==> src/rtl/fetch_row_splitter.sv <==
// Splits fetch-queue rows into a one-instruction-per-cycle stream for decode.
// Each row is buffered once; its valid slots issue in ascending order, and the next row is prefetched.
module fetch_row_splitter #(
    parameter int INSTR_PER_ROW = 4,
    parameter int ENTRY_W       = 32,
    parameter int VALID_BIT     = ENTRY_W - 1,
    parameter int SLOT_W        = (INSTR_PER_ROW > 1) ? $clog2(INSTR_PER_ROW) : 1
) (
    input  logic                               clk_i,
    input  logic                               rst_i,
    input  logic                               flush_i,
    input  logic                               q_empty_i,
    input  logic [INSTR_PER_ROW*ENTRY_W-1:0]   q_row_i,
    output logic                               q_pop_o,
    output logic                               valid_o,
    input  logic                               ready_i,
    output logic [ENTRY_W-1:0]                 instr_o,
    output logic [SLOT_W-1:0]                  slot_o,
    output logic                               idle_o
);

    localparam logic [INSTR_PER_ROW-1:0] ONE = 1;

    typedef logic [ENTRY_W-1:0] entry_t;

    entry_t                   row_in [INSTR_PER_ROW];
    entry_t                   row_q  [INSTR_PER_ROW];
    entry_t                   row_d  [INSTR_PER_ROW];
    logic [INSTR_PER_ROW-1:0] row_valid;
    logic [INSTR_PER_ROW-1:0] pend_q;
    logic [INSTR_PER_ROW-1:0] pend_d;
    logic [INSTR_PER_ROW-1:0] low_bit;
    logic [SLOT_W-1:0]        slot;
    logic                     acc;
    logic                     last;
    logic                     pop;

    generate
        for (genvar gi = 0; gi < INSTR_PER_ROW; gi++) begin : g_slot
            assign row_in[gi]    = q_row_i[gi*ENTRY_W +: ENTRY_W];
            assign row_valid[gi] = q_row_i[gi*ENTRY_W + VALID_BIT];
            assign row_d[gi]     = pop ? row_in[gi] : row_q[gi];

            always_ff @(posedge clk_i) begin
                row_q[gi] <= row_d[gi];
            end
        end
    endgenerate

    // Descending scan so the lowest pending slot wins.
    always_comb begin
        slot = '0;
        for (int k = INSTR_PER_ROW - 1; k >= 0; k--) begin
            if (pend_q[k]) begin
                slot = SLOT_W'(k);
            end
        end
    end

    always_comb begin
        low_bit = pend_q & (~pend_q + ONE);
        valid_o = |pend_q;
        acc     = valid_o & ready_i;
        last    = acc & (pend_q == low_bit);
        pop     = ~q_empty_i & ~flush_i & ~rst_i & (~valid_o | last);
    end

    // Flush wins over accept; a pop replaces the mask even on the last accept.
    always_comb begin
        pend_d = pend_q;
        if (flush_i) begin
            pend_d = '0;
        end else if (pop) begin
            pend_d = row_valid;
        end else if (acc) begin
            pend_d = pend_q & ~low_bit;
        end
    end

    always_ff @(posedge clk_i) begin
        if (rst_i) begin
            pend_q <= '0;
        end else begin
            pend_q <= pend_d;
        end
    end

    assign q_pop_o = pop;
    assign slot_o  = slot;
    assign instr_o = row_q[slot];
    assign idle_o  = ~valid_o;

endmodule

==> config.mk <==
export PLATFORM = sky130hd
export DESIGN_NAME = fetch_row_splitter
export DESIGN_NICKNAME = d
export VERILOG_FILES = /design/src/rtl/fetch_row_splitter.sv
export SDC_FILE = /design/constraint.sdc
export NUM_CORES = 1
export LEC_CHECK = 0
export ABC_AREA = 1
export BUFFER_PORTS_ARGS = -buffer_cell sky130_fd_sc_hd__buf_2
export CORE_ASPECT_RATIO = 1.1
export CORE_MARGIN = 2
export CORE_UTILIZATION = 50
export CTS_BUF_LIST = sky130_fd_sc_hd__clkbuf_16
export DETAILED_ROUTE_END_ITERATION = 6
export PLACE_DENSITY = 0.79
export SLEW_MARGIN = 20
export SYNTH_ARGS = -nofsm -noshare
export SYNTH_HDL_FRONTEND = slang
export SYNTH_SLANG_ARGS = --single-unit
==> constraint.sdc <==
create_clock -name clk_i -period 8.2 [get_ports clk_i]
set_input_delay 0.41 -clock clk_i [delete_from_list [all_inputs] [get_ports clk_i]]
set_output_delay 0.41 -clock clk_i [all_outputs]
set_load 0.01 [all_outputs]
# After elaboration in Yosys (flattened, before gate mapping)
# Memories as Yosys holds them, arrays and structs flattened.
# Cells that the tools add are included.
# op_classes
shifts,0
add_sub_neg,1
muxes,10
reduce_logical,3
n_mul,0
n_bitwise,14
eq_ne,2
div,0
order_cmp,0
# op_table
cell,count
2-to-1 mux 32 bit,4
bitwise AND 4 bit,2
2-to-1 mux 2 bit,4
2-to-1 mux 4 bit,2
NOT 4 bit,2
bitwise AND 1 bit,5
adder 4 x 1 -> 4 bit (second input constant),1
equality test 4 bit,1
NOT 1 bit,4
OR reduction 4 bit,1
nonzero test 2 bit,1
OR reduction 2 bit,1
!= test 1 bit (second input constant),1
OR 1 bit,1
# word_totals
mem_bits_ro,0
output_inout_bits,37
mem_count,1
inputBits,133
ramBits,128
latch_bits,0
word_cells,32
reg_bits,4
# memory_table
memory,depth,width,rd,rd_ports_with_merged_regs,wr,line_no,rtl
row_q,4,32,1,0,4,27,entry_t row_q [INSTR_PER_ROW];

# Logic depth before layout (Yosys ltp)
# logic_depth
ltp_word,8
mapped_depth,9
mapped_depth_nobuf,9

# Worst setup path before layout
# No wires, ideal clock.
# synth_timing
path_kind,input-to-reg
start,input flush_i
end,memory row_q[0][0] (netlist name) (enable)
path_buffers,0
t_arrival_ns,2.384
required_ns,7.774
setup_slack_ns,5.390
setup_time_ns,0.426
cell_stages,5
path_cell_list,nor2_1 nand2_1 nor2_2 nand3_1 inv_2
# synth_rtl
item,line_no,rtl
"start, declared",11,"input logic flush_i,"
"end, declared",27,

# Worst setup path after layout
# layout_timing
start,register pend_q[1]
end,output instr_o[15]
# layout_via
elab_chain_cells,3
# layout_lines
item,line_no,rtl
"start, declared",30,logic [INSTR_PER_ROW-1:0] pend_q;
"start signal, assigned",84,pend_q <= pend_d;
2-to-1 mux 2 bit (2 in a row),54,if (pend_q[k]) begin
memory (4 x 32 bit),-,
"end, declared",17,"output logic [ENTRY_W-1:0] instr_o,"
# Every way passes these cells.

==> impl_metrics.yaml <==
clock_tree:
  clk_pin_slew_worst_paths_ns: 0.06
  cts_hold_buf: 0
  insertion_delay_ns: 0.41
  cts_setup_buffers: 0
  htree_levels: 4
  cts_made_buffers: 17
  root_buffer: "clkbuf_16"
  cts_tree: "yes"
  post_cts_resized: 0
  clock-sinks: 132
  cts.path.max_buffers: 2
outcome:
  outcome: "completed"
logic_synthesis:
  synth_nets: 496
  ys_types: 18
  yosysWarnings: 0
  synth_ff_type: "edfxtp_1"
  netlist_top_cells_area: "edfxtp_1 (76%), o21ai_0 (5.6%), nor2_1 (5.0%), o22ai_1 (4.0%), dfxtp_1 (1.6%)"
  synth_area_per_cell_um2: 13.9
  yosysSeqAreaShare_pct: 77.5
  ys_ff_latch: 132
  synthCells: 363
  ys_async_sr_fraction_pct: 0
  synth_commonest_cells: "edfxtp_1 (128), nor2_1 (67), o21ai_0 (57)"
  yosysTopAreaCell: "edfxtp_1"
  synth_most_common_cell: "edfxtp_1"
  syn-cell-area_um2: 5060
  synth_top_area_share_pct: 75.9
  synth_edf_count: 128
min_path:
  hold_class: "primary input to flip-flop"
floorplan:
  start_util_pct: 51.4
  core-area_um2: 9840
  rows: 38
  die_w_um: 100
  io_pins: 170
  die_area_um2: 10900
  die_height_um: 110
timing:
  rsz0062_at_grt: "false"
  hold_violations: 0
  fin_worst_skew_ns: 0.0147
  max_freq_ghz: 0.311
  period_share_pct: 39.2
  setup_viol: 0
  tns_ns: 0
  slew_viol_final: 0
  worst_slew_pin_slew_ns: 1.05
  maxSlewHeadroom_pct: 29.7
  fin_crit_ns: 3.22
route:
  firstDrtPassIters: 4
  wl_per_cell_um: 16.0
  vias: 3442
  ant_nets: 0
  drt_wl_total_um: 10700
  via_per_inst: 5.17
  route.detailed.drc: 0
  drt_iter0_markers: 280
power:
  p_seq_share_pct: 49.2
  leakage_uw: 0.00255
  combPwrFrac_pct: 5.5
  total_power_uw: 1560
  p_clk_share_pct: 45.2
  intPower_uw: 1250
  ir_drop_mv: 0.153
  sw_frac_of_total_pct: 20.2
  power.density_nw_per_um2: 240
  p_switching_uw: 316
global_route:
  grt_max_degree: 75
  track_usage_pct: 19.7
  antenna_found_initial: 0
  grt_pass1_vias: 3374
  grt_pass1_wl_um: 15800
  overflow: 0
finish:
  fin_util_pct: 66.1
  diodes: 0
  syn_to_final_growth_pct: 28.5
  nets: 667
  drive_above_1_share_pct: 39.2
worst_setup_path:
  arrival_ns: 2.81
  crit_type: "flip-flop to output pin"
  endpoint_kind: "output pin"
  cp_data_required_time_ns: 7.79
  cp_max_fo: 65
  start_kind: "flip-flop"
place:
  dp_hpwl_um: 6670
  gp_congestion: 0.788
  io_buffers: 169
flow_run:
  drv_cap: 0
-- registers in the layout, indices dropped and copies added, names as in the netlist --
| register | flops |
|---|---|
| pend_q | 4 |
| row_q | 128 |
-- critical path, cell delays in order, from the launching register on --
cell and delay, ns:
dfxtp_1 0.47, inv_2 0.04, nand2_1 0.08, nand2_2 0.04, buf_4 0.31, inv_2 0.85, o21ai_0 0.22, o22ai_1 0.20
buf_2 0.16
-- per-stage QoR --
step | cell area (µm²) | std cells | setup WS [ns] | hold WS, ns
after floorplan | 5060 | 363 | 5.39 | 0.509
after global placement | 5940 | 635 | 5.30 | 0.557
after detailed placement | 5940 | 635 | 5.19 | 0.571
final | 6510 | 666 | 4.98 | 0.169
after CTS | 6510 | 666 | 4.94 | 0.158
after global routing | 6510 | 666 | 4.73 | 0.159
-- cell type report --
class | count | area (µm²)
clock inverter | 14 | 140
multi-input combinational | 197 | 943
inverter | 14 | 55.1
fill | 722 | 3340
sequential | 132 | 3920
tap | 120 | 150
timing repair buffer | 172 | 868
clock buffer | 17 | 425
-- placed cells by master, fill, tap and decap left out --
master,count
edfxtp_1,128
inv_2,5
clkinvlp_4,4
nand2_2,2
clkbuf_16,17
inv_1,8
nor3_4,1
a21boi_2,1
nand2_1,20
o21ai_0,57
nand3_1,4
nand4_1,3
clkinv_1,1
nor2_1,67
o22ai_1,32
o21ai_1,8
inv_4,1
bufinv_16,2
buf_2,169
clkinv_2,4
dfxtp_1,4
clkinv_4,3
nor2_2,2
buf_4,3
-- worst paths after layout --
check	from	endpoint	slack, ns	cells past startpoint
setup / recovery	pend_q[1]	instr_o[15]	4.98	8
hold / removal	q_row_i[5]	row_q[0][5]	0.17	1
hold reg to reg	pend_q[0]	pend_q[0]	0.58	2
setup reg to reg	pend_q[0]	row_q[3][20]	5.42	6
-- power by group through the flow --
| stage | sequential [µW] | combinational, µW | clock (µW) |
|---|---|---|---|
| after floorplan | 782 | 38.0 | 0 |
| after global placement | 781 | 84.5 | 0 |
| after detailed placement | 782 | 86.5 | 0 |
| after CTS | 769 | 87.1 | 719 |
| after global routing | 770 | 95.7 | 746 |
| final | 769 | 86.3 | 706 |
-- cell families (layout without fill, tap and decap cells) --
kind of cell	count (synthesis)	after routing	share of synthesized area (%)
buffers and inverters	34	217	3.88
AOI/OAI and AO/OA	98	98	10.6
and+or+nand+nor	99	99	8.03
DFF	132	132	77.5
-- layer usage --
layer	wire length, µm	up-vias	track usage (%)
li1	-	1683	-
met1	4120	1605	22.6
met3	642	19	5.02
met5	0	-	0
met2	5680	135	34.4
met4	247	0	10.4
(Power assumes the default switching activity.)
